--- config.mk ---
export PLATFORM = sky130hd
export DESIGN_NAME = risc_core_mc
export DESIGN_NICKNAME = d
export VERILOG_FILES = /design/src/rtl/risc_core_mc.sv
export SDC_FILE = /design/constraint.sdc
export NUM_CORES = 2
export LEC_CHECK = 0
export CORE_UTILIZATION = 50
export DETAILED_ROUTE_END_ITERATION = 10
export PLACE_DENSITY = 0.77
export REMOVE_ABC_BUFFERS = 1
export SLEW_MARGIN = 10
export SYNTH_ARGS = -nofsm -noshare
export SYNTH_HDL_FRONTEND = slang
export SYNTH_SLANG_ARGS = --single-unit
--- constraint.sdc ---
create_clock -name clk -period 13.2 [get_ports clk]
set_input_delay 1.32 -clock clk [delete_from_list [all_inputs] [get_ports clk]]
set_output_delay 1.32 -clock clk [all_outputs]
set_load 0.01 [all_outputs]
--- src/rtl/risc_core_mc.sv ---
// Multi-cycle accumulator-free RISC core: fetch/execute FSM over a single
// request/acknowledge memory port, NREGS-deep register file and 5-bit status word.
module risc_core_mc #(
   parameter int WIDTH    = 32,
   parameter int ADDRSIZE = 12,
   parameter int NREGS    = 16
) (
   input  logic                clk,
   input  logic                reset,
   input  logic                start,
   output logic                mem_req,
   output logic                mem_we,
   output logic [ADDRSIZE-1:0] mem_addr,
   output logic [WIDTH-1:0]    mem_wdata,
   input  logic [WIDTH-1:0]    mem_rdata,
   input  logic                mem_ack,
   output logic [ADDRSIZE-1:0] pc,
   output logic [4:0]          psr,
   output logic                halted,
   output logic                illegal
);

   localparam int RIDX = $clog2(NREGS);

   localparam logic [3:0] OP_NOP = 4'd0;
   localparam logic [3:0] OP_BRA = 4'd1;
   localparam logic [3:0] OP_LD  = 4'd2;
   localparam logic [3:0] OP_STR = 4'd3;
   localparam logic [3:0] OP_ADD = 4'd4;
   localparam logic [3:0] OP_MUL = 4'd5;
   localparam logic [3:0] OP_CMP = 4'd6;
   localparam logic [3:0] OP_SHF = 4'd7;
   localparam logic [3:0] OP_ROT = 4'd8;
   localparam logic [3:0] OP_HLT = 4'd9;

   typedef enum logic [2:0] {HALT, FETCH, EXEC, MEMRD, MEMWR, WRITE} state_t;

   state_t              state;
   logic [31:0]         ir;
   logic [WIDTH-1:0]    regs [NREGS];
   logic [WIDTH-1:0]    alu_q;

   logic [3:0]          opcode;
   logic                srctype;
   logic                dsttype;
   logic [3:0]          ccode;
   logic [RIDX-1:0]     src_idx;
   logic [RIDX-1:0]     dst_idx;
   logic [ADDRSIZE-1:0] src_addr;
   logic [ADDRSIZE-1:0] dst_addr;
   logic [WIDTH-1:0]    imm;
   logic [WIDTH-1:0]    s1;
   logic [WIDTH-1:0]    d;
   logic                ack;
   logic                taken;

   logic                c_neg;
   logic [12:0]         c_mag;
   logic [31:0]         c_mod;
   logic [31:0]         rot_r;
   logic [WIDTH-1:0]    shf;
   logic [WIDTH-1:0]    rot;
   logic [WIDTH:0]      alu_res;

   assign opcode   = ir[31:28];
   assign srctype  = ir[27];
   assign dsttype  = ir[26];
   assign ccode    = ir[27:24];
   assign src_idx  = ir[12 +: RIDX];
   assign dst_idx  = ir[0 +: RIDX];
   assign src_addr = ir[12 +: ADDRSIZE];
   assign dst_addr = ir[0 +: ADDRSIZE];
   assign imm      = {{(WIDTH-12){1'b0}}, ir[23:12]};
   assign s1       = srctype ? imm : regs[src_idx];
   assign d        = regs[dst_idx];
   // An ack with no request outstanding is noise and must not advance anything.
   assign ack      = mem_ack & mem_req;

   function automatic logic [4:0] flags(input logic [WIDTH:0] r);
      return {r[WIDTH-1], ~|r, ^r, ~r[0], r[WIDTH]};
   endfunction

   always_comb begin
      case (ccode)
         4'd0:    taken = 1'b1;
         4'd1:    taken = psr[0];
         4'd2:    taken = psr[1];
         4'd3:    taken = psr[2];
         4'd4:    taken = psr[3];
         4'd5:    taken = psr[4];
         default: taken = 1'b0;
      endcase
   end

   // Shift/rotate count is s1[11:0] read as a signed 12-bit value.
   always_comb begin
      c_neg = s1[11];
      c_mag = c_neg ? (13'h1000 - {1'b0, s1[11:0]}) : {1'b0, s1[11:0]};
      c_mod = 32'(c_mag) % 32'(WIDTH);
      rot_r = (c_neg && c_mod != 32'd0) ? (32'(WIDTH) - c_mod) : c_mod;

      if (32'(c_mag) >= 32'(WIDTH)) shf = '0;
      else if (c_neg)                shf = d << c_mag;
      else                           shf = d >> c_mag;

      // A shift by WIDTH yields zero, so rot_r == 0 leaves d intact.
      rot = (d >> rot_r) | (d << (32'(WIDTH) - rot_r));

      // NOTE: every path assigns alu_res (default arm), so no latch is inferred.
      case (opcode)
         OP_ADD:  alu_res = {1'b0, s1} + {1'b0, d};
         OP_MUL:  alu_res = {1'b0, s1} * {1'b0, d};
         OP_CMP:  alu_res = {1'b0, ~s1};
         OP_SHF:  alu_res = {1'b0, shf};
         OP_ROT:  alu_res = {1'b0, rot};
         default: alu_res = '0;
      endcase
   end

   // NOTE: all state uses non-blocking assignments so every register samples
   // pre-edge values; later assignments in a branch override the defaults.
   always_ff @(posedge clk or negedge reset) begin
      if (!reset) begin
         state     <= HALT;
         pc        <= '0;
         psr       <= '0;
         ir        <= '0;
         alu_q     <= '0;
         illegal   <= 1'b0;
         halted    <= 1'b1;
         mem_req   <= 1'b0;
         mem_we    <= 1'b0;
         mem_addr  <= '0;
         mem_wdata <= '0;
         // NOTE: the register file is flops, not RAM, so it is cleared by reset.
         for (int i = 0; i < NREGS; i++) regs[i] <= '0;
      end else begin
         case (state)
            HALT: begin
               if (start) begin
                  state    <= FETCH;
                  halted   <= 1'b0;
                  illegal  <= 1'b0;
                  mem_req  <= 1'b1;
                  mem_we   <= 1'b0;
                  mem_addr <= pc;
               end
            end

            FETCH: begin
               if (ack) begin
                  ir      <= mem_rdata[31:0];
                  pc      <= pc + ADDRSIZE'(1);
                  state   <= EXEC;
                  mem_req <= 1'b0;
               end
            end

            EXEC: begin
               state    <= FETCH;
               mem_req  <= 1'b1;
               mem_we   <= 1'b0;
               mem_addr <= pc;
               case (opcode)
                  OP_NOP: ;
                  OP_BRA: begin
                     if (taken) begin
                        pc       <= dst_addr;
                        mem_addr <= dst_addr;
                     end
                  end
                  OP_LD: begin
                     if (srctype) begin
                        regs[dst_idx] <= imm;
                        psr           <= flags({1'b0, imm});
                     end else begin
                        state    <= MEMRD;
                        mem_addr <= src_addr;
                     end
                  end
                  OP_STR: begin
                     state     <= MEMWR;
                     mem_we    <= 1'b1;
                     mem_addr  <= dst_addr;
                     mem_wdata <= s1;
                  end
                  OP_ADD, OP_MUL, OP_CMP, OP_SHF, OP_ROT: begin
                     if (dsttype) begin
                        illegal <= 1'b1;
                        state   <= HALT;
                        halted  <= 1'b1;
                        mem_req <= 1'b0;
                     end else begin
                        state   <= WRITE;
                        mem_req <= 1'b0;
                        alu_q   <= alu_res[WIDTH-1:0];
                        psr     <= flags(alu_res);
                     end
                  end
                  OP_HLT: begin
                     state   <= HALT;
                     halted  <= 1'b1;
                     mem_req <= 1'b0;
                  end
                  default: begin
                     illegal <= 1'b1;
                     state   <= HALT;
                     halted  <= 1'b1;
                     mem_req <= 1'b0;
                  end
               endcase
            end

            MEMRD: begin
               if (ack) begin
                  regs[dst_idx] <= mem_rdata;
                  psr           <= flags({1'b0, mem_rdata});
                  state         <= FETCH;
                  mem_addr      <= pc;
               end
            end

            MEMWR: begin
               if (ack) begin
                  psr      <= flags({1'b0, mem_wdata});
                  state    <= FETCH;
                  mem_we   <= 1'b0;
                  mem_addr <= pc;
               end
            end

            WRITE: begin
               regs[dst_idx] <= alu_q;
               state         <= FETCH;
               mem_req       <= 1'b1;
               mem_we        <= 1'b0;
               mem_addr      <= pc;
            end

            default: begin
               state   <= HALT;
               halted  <= 1'b1;
               mem_req <= 1'b0;
               mem_we  <= 1'b0;
            end
         endcase
      end
   end

endmodule

* Word level (Yosys, flattened, before mapping) *
Cells that the tools add are included.

cells by class
  divide/modulo/power cells = 0
  muxes and demuxes = 56
  equality and inequality tests = 33
  bitwise logic cells = 13
  multiply operators = 1
  magnitude comparators = 4
  shift-type cells = 4
  $add $sub $neg = 5
  reductions and logical operators = 42

operators with widths
  kind                                                                 count
  512-bit bitwise mux                                                  3
  512-bit 2-to-1 mux                                                   3
  512-bit case mux with 3 select lines                                 1
  32-bit 2-to-1 mux                                                    9
  32-bit binary-select mux with 4-bit select                           2
  33-bit case mux with 5 select lines                                  1
  33-bit XOR reduction                                                 4
  32-bit demux with 4-bit select                                       1
  12-bit 2-to-1 mux                                                    6
  32-bit OR reduction                                                  2
  12-bit case mux with 4 select lines                                  1
  12-bit case mux with 3 select lines                                  1
  32-bit by 32-bit adder with 33-bit output                            1
  32-bit by 32-bit multiplier with 33-bit output                       1
  33-bit OR reduction                                                  1
  32-bit inverter                                                      1
  32-bit OR                                                            1
  32-bit nonzero test                                                  1
  32-bit by 13-bit left shift with 32-bit output                       1
  32-bit by 32-bit left shift with 32-bit output                       1
  32-bit by 13-bit >> shifter with 32-bit output                       1
  32-bit by 32-bit >> shifter with 32-bit output                       1
  6-bit by 32-bit subtractor with 32-bit output, first input constant  1
  4-bit by 3-bit == test with 1-bit output, second input constant      6
  other kinds (49)                                                     107

storage, ports and cells
  bits in read-only memories = 0
  register bits = 644
  bits in latches = 0
  memories kept = 0
  output and inout bits = 65
  memory bits (writable) = 0

* Logic depth before layout (Yosys ltp) *
  depth in word-level cells = 19
  mapped depth = 48
  mapped depth without buffers = 40

* Least setup slack after synthesis *
Ideal clock, no wire load.

  path kind = register to register
  start = reg ir[12]
  end = reg psr[3]
  arrival = 10.344 ns
  period minus slack after synthesis = 10.428 ns
  path slack = 2.772 ns
  cell stages (with the launch flop) = 42
  buffers on the path = 8
  cells stage by stage = dfrtp_1 > buf_6 > buf_12 > buf_2 > buf_2 > nand3_1 > a31oi_2 > and2_1 > buf_4 > clkbuf_1 > buf_1 > buf_1 > nor2_1 > fa_1 > fa_1 > fa_1 > inv_1 > fa_1 > (+6 left out) > inv_1 > ha_1 > a21oi_1 > nand2_1 > a221o_1 > a211oi_1 > a21boi_0 > o21bai_1 > a21oi_1 > xor2_1 > o221ai_1 > a211o_1 > a211oi_1 > ha_1 > nand4_1 > or4_1 > or4_1 > a41oi_2

on the way
  longest elaborated chain between the ends = 19
  elaborated cells between the ends (all ways) = 32
  those cells by class = 4 x add/sub; 1 x mul; 1 x order compare; 4 x shift; 13 x mux; 3 x bitwise; 6 x reduce/logical

RTL lines
  item                                                                                                    line  RTL
  from (decl)                                                                                             39    logic [31:0] ir;
  from (signal assigned)                                                                                  152   ir <= mem_rdata[31:0];
  parallel branches: the longest is 17 deep, another holds 6-bit by 32-bit subtractor with 32-bit output  -
  5-bit case mux with 2 select lines *                                                                    164   case (opcode)
  5-bit case mux with 3 select lines *                                                                    138   case (state)
  to (signal assigned)                                                                                    175   psr <= flags({1'b0, imm});
  to (signal assigned)                                                                                    197   psr <= flags(alu_res);
  to (signal assigned)                                                                                    217   psr <= flags({1'b0, mem_rdata});
  to (decl)                                                                                               18    output logic [4:0] psr,

Mark *: on every way between the ends. The select of a mux whose other input is x is not followed.
A chain may end at the register's enable or synchronous reset.

* Final worst setup path *
  start = reg ir[14]
  end = reg psr[2]

on the way
  longest elaborated chain between the ends = 18
  elaborated cells between the ends (all ways) = 30
  those cells by class = 4 x add/sub; 1 x mul; 1 x order compare; 4 x shift; 13 x mux; 3 x bitwise; 4 x reduce/logical

RTL lines
  item                                                                                                    line
  parallel branches: the longest is 16 deep, another holds 6-bit by 32-bit subtractor with 32-bit output  -
  5-bit case mux with 2 select lines *                                                                    164
  5-bit case mux with 3 select lines *                                                                    138

Marked as above.

==> flow_summary.json <==
{
  "outcome": "complete, no violations",
  "die-area_mm2": 0.1193,
  "cts.sinks": 644,
  "yosysSeqAreaShare_pct": 27.32,
  "fillCellCount": 10170,
  "drt_iter0_markers": 6599,
  "place_congestion": 1.074,
  "final_nets": 7064,
  "drv_slew": 0,
  "chipHeight_um": 345.5,
  "fp.dieW_um": 345.5,
  "overflow": 0,
  "grt_pass1_wl_mm": 355.1,
  "cts-htree-levels": 3,
  "io_buffers": 100,
  "setup_tns_ns": 0,
  "cts_buffers": 70,
  "grt_use_met3_pct": 11.70,
  "grt_pass1_vias": 52480,
  "io_pins": 101,
  "top_usage_layer": "met2",
  "synth_edf_count": 0,
  "clockBufferDepth": 3,
  "via_per_inst": 6.623,
  "cp-end-kind": "flip-flop",
  "relSlewSlack_pct": 13.70,
  "grtUsageTotal_pct": 40.61,
  "clk_latency_ns": 0.70,
  "drive_above_1_share_pct": 11.20,
  "syn_area_per_cell_um2": 9.121,
  "finalHoldViolCount": 0,
  "ctsHoldBuffers": 0,
  "synth_area_mm2": 0.05898,
  "drt-total-wl_mm": 243.0,
  "synth_seq_cells": 644,
  "rsz0062_at_grt": "false",
  "utilization_pct": 54.94,
  "period_share_pct": 92.84,
  "drtPass1Iterations": 7,
  "gr-usage-met2_pct": 60.27,
  "vias": 52700,
  "cts-root-buf": "clkbuf_16",
  "grtUsageMet1_pct": 50.55,
  "avgRoutedWirePerCell_um": 30.53,
  "clock_skew_ns": 0.07532,
  "clk_pin_slew_worst_paths_ns": 0.07,
  "hp-class": "flip-flop to flip-flop",
  "drtAntennaViolNets": 0,
  "drv_cap": 0,
  "start_util_pct": 50.62,
  "cts_tree": "done",
  "worstPathArrival_ns": 12.77,
  "hpwl_mm": 178.7,
  "critPathMaxFanout": 13,
  "crit_slowest_cell": "nor2b_1",
  "core_mm2": 0.1165,
  "async_flop_share_pct": 100.0,
  "grt_max_degree": 145,
  "cp_common_cell": "fa_1",
  "critPathMaxStageDelay_ns": 0.99,
  "syn_to_final_growth_pct": 8.534,
  "cts_resized": 0,
  "synth_cells": 6467,
  "max_freq_mhz": 81.60,
  "synthFlopType": "dfrtp_1",
  "startpoint_type": "flip-flop",
  "synth_warnings": 0,
  "worstSetupPathType": "flip-flop to flip-flop",
  "period_needed_ns": 12.25,
  "num_rows": 125,
  "setup_viol": 0,
  "grt_antenna_before_repair": 16,
  "worstMarginPinSlew_ns": 1.295,
  "synth_cell_type_count": 95,
  "drcViolationCount": 0,
  "cp_data_required_time_ns": 13.71,
  "postCtsSetupBuffers": 0
}
logic make-up after synthesis:
| group | synth area share, % |
|---|---|
| AOI/OAI and AO/OA | 14.65 |
| DFF | 27.32 |
| adders and majority gates | 19.46 |
| buffers and inverters | 7.554 |
| muxes | 14.49 |
| xor gates and xnor gates | 2.713 |
| and+or+nand+nor | 13.81 |
per-layer routing:
metal	routed length, µm	part of all wire (%)	up-vias
li1	-	-	21840
met1	86000	35	25960
met2	104700	43	3790
met3	30170	12	1095
met4	21950	9.0	20
met5	165	0.068	-
worst max-delay path, delay by kind of cell, from the launching register on:
family | cells | cell delay, ns
fa+ha+maj | 10 | 4.38
compound gates | 10 | 3.33
xor+xnor | 6 | 1.25
buf+inv | 5 | 0.51
simple gates | 7 | 1.89
flops | 1 | 0.69
per-stage QoR:
| step | cells | instance area, µm² | setup WS [ns] | hold WS [ns] |
|---|---|---|---|---|
| floorplan | 5989 | 56780 | -3.171 | 0.4497 |
| global placement | 7821 | 61530 | 1.463 | 0.4674 |
| detailed placement | 7821 | 61530 | 1.280 | 0.4702 |
| CTS | 7949 | 63970 | 1.214 | 0.4846 |
| global route | 7954 | 64010 | 0.4865 | 0.5044 |
| finish | 7958 | 64020 | 0.9454 | 0.4802 |
area by class of cell:
class	count	area (µm²)	area share [%]
diodes	4	10.01	0.01564
multi-input cells	4746	38610	60.31
inverters	599	2248	3.512
flip-flops and latches	644	16140	25.21
clock buffers	94	2002	3.127
repair buffers	313	2668	4.167
well taps	1524	1907	2.979
clock inverters	34	435.4	0.6802
placed cells by master (no fill, tap or decap), types with 215 or more instances in the layout:
master / instances
o21ai_0: 699
mux2i_1: 215
inv_1: 586
a21oi_1: 306
mux4_2: 241
ha_1: 215
nand2_1: 1023
nor2_1: 506
fa_1: 439
dfrtp_1: 636
Yosys cell counts, types with 25 or more instances:
cell type | instances | share of area, %
nand2_1 | 1038 | 6.6
ha_1 | 215 | 4.6
and3_1 | 31 | 0.33
o21ai_0 | 700 | 5.9
a31oi_1 | 25 | 0.27
nand3_1 | 68 | 0.58
mux4_2 | 241 | 9.2
a21oi_1 | 307 | 2.6
nor2_1 | 507 | 3.2
xnor2_1 | 132 | 2.0
o211ai_1 | 31 | 0.39
dfrtp_1 | 643 | 27
mux2_2 | 58 | 1.1
clkbuf_1 | 334 | 2.1
a22oi_1 | 86 | 1.1
buf_2 | 51 | 0.43
mux2i_1 | 216 | 3.7
a211oi_1 | 40 | 0.51
a21o_1 | 29 | 0.37
nor3_1 | 44 | 0.37
and2_1 | 97 | 1.0
nand4_1 | 26 | 0.28
buf_1 | 46 | 0.29
xor2_1 | 31 | 0.46
o22ai_1 | 35 | 0.37
nor2b_1 | 51 | 0.54
fa_1 | 439 | 15
inv_1 | 586 | 3.7
final timing paths:
path | start | to | slack, ns | cells past startpoint
worst max-delay path | ir[14] | psr[2] | 0.95 | 38
worst max register to register | ir[14] | psr[2] | 0.95 | 38
worst min-delay path | mem_addr[11] | mem_addr[11] | 0.48 | 2
min in group asynchronous | reset | regs[94] | 0.78 | 1
max in group asynchronous | reset | async pin | 9.78 | 4
worst min register to register | mem_addr[11] | mem_addr[11] | 0.48 | 2
Power is not shown: default switching activity piles up to over one toggle a cycle in this logic, so the estimate is an artifact.
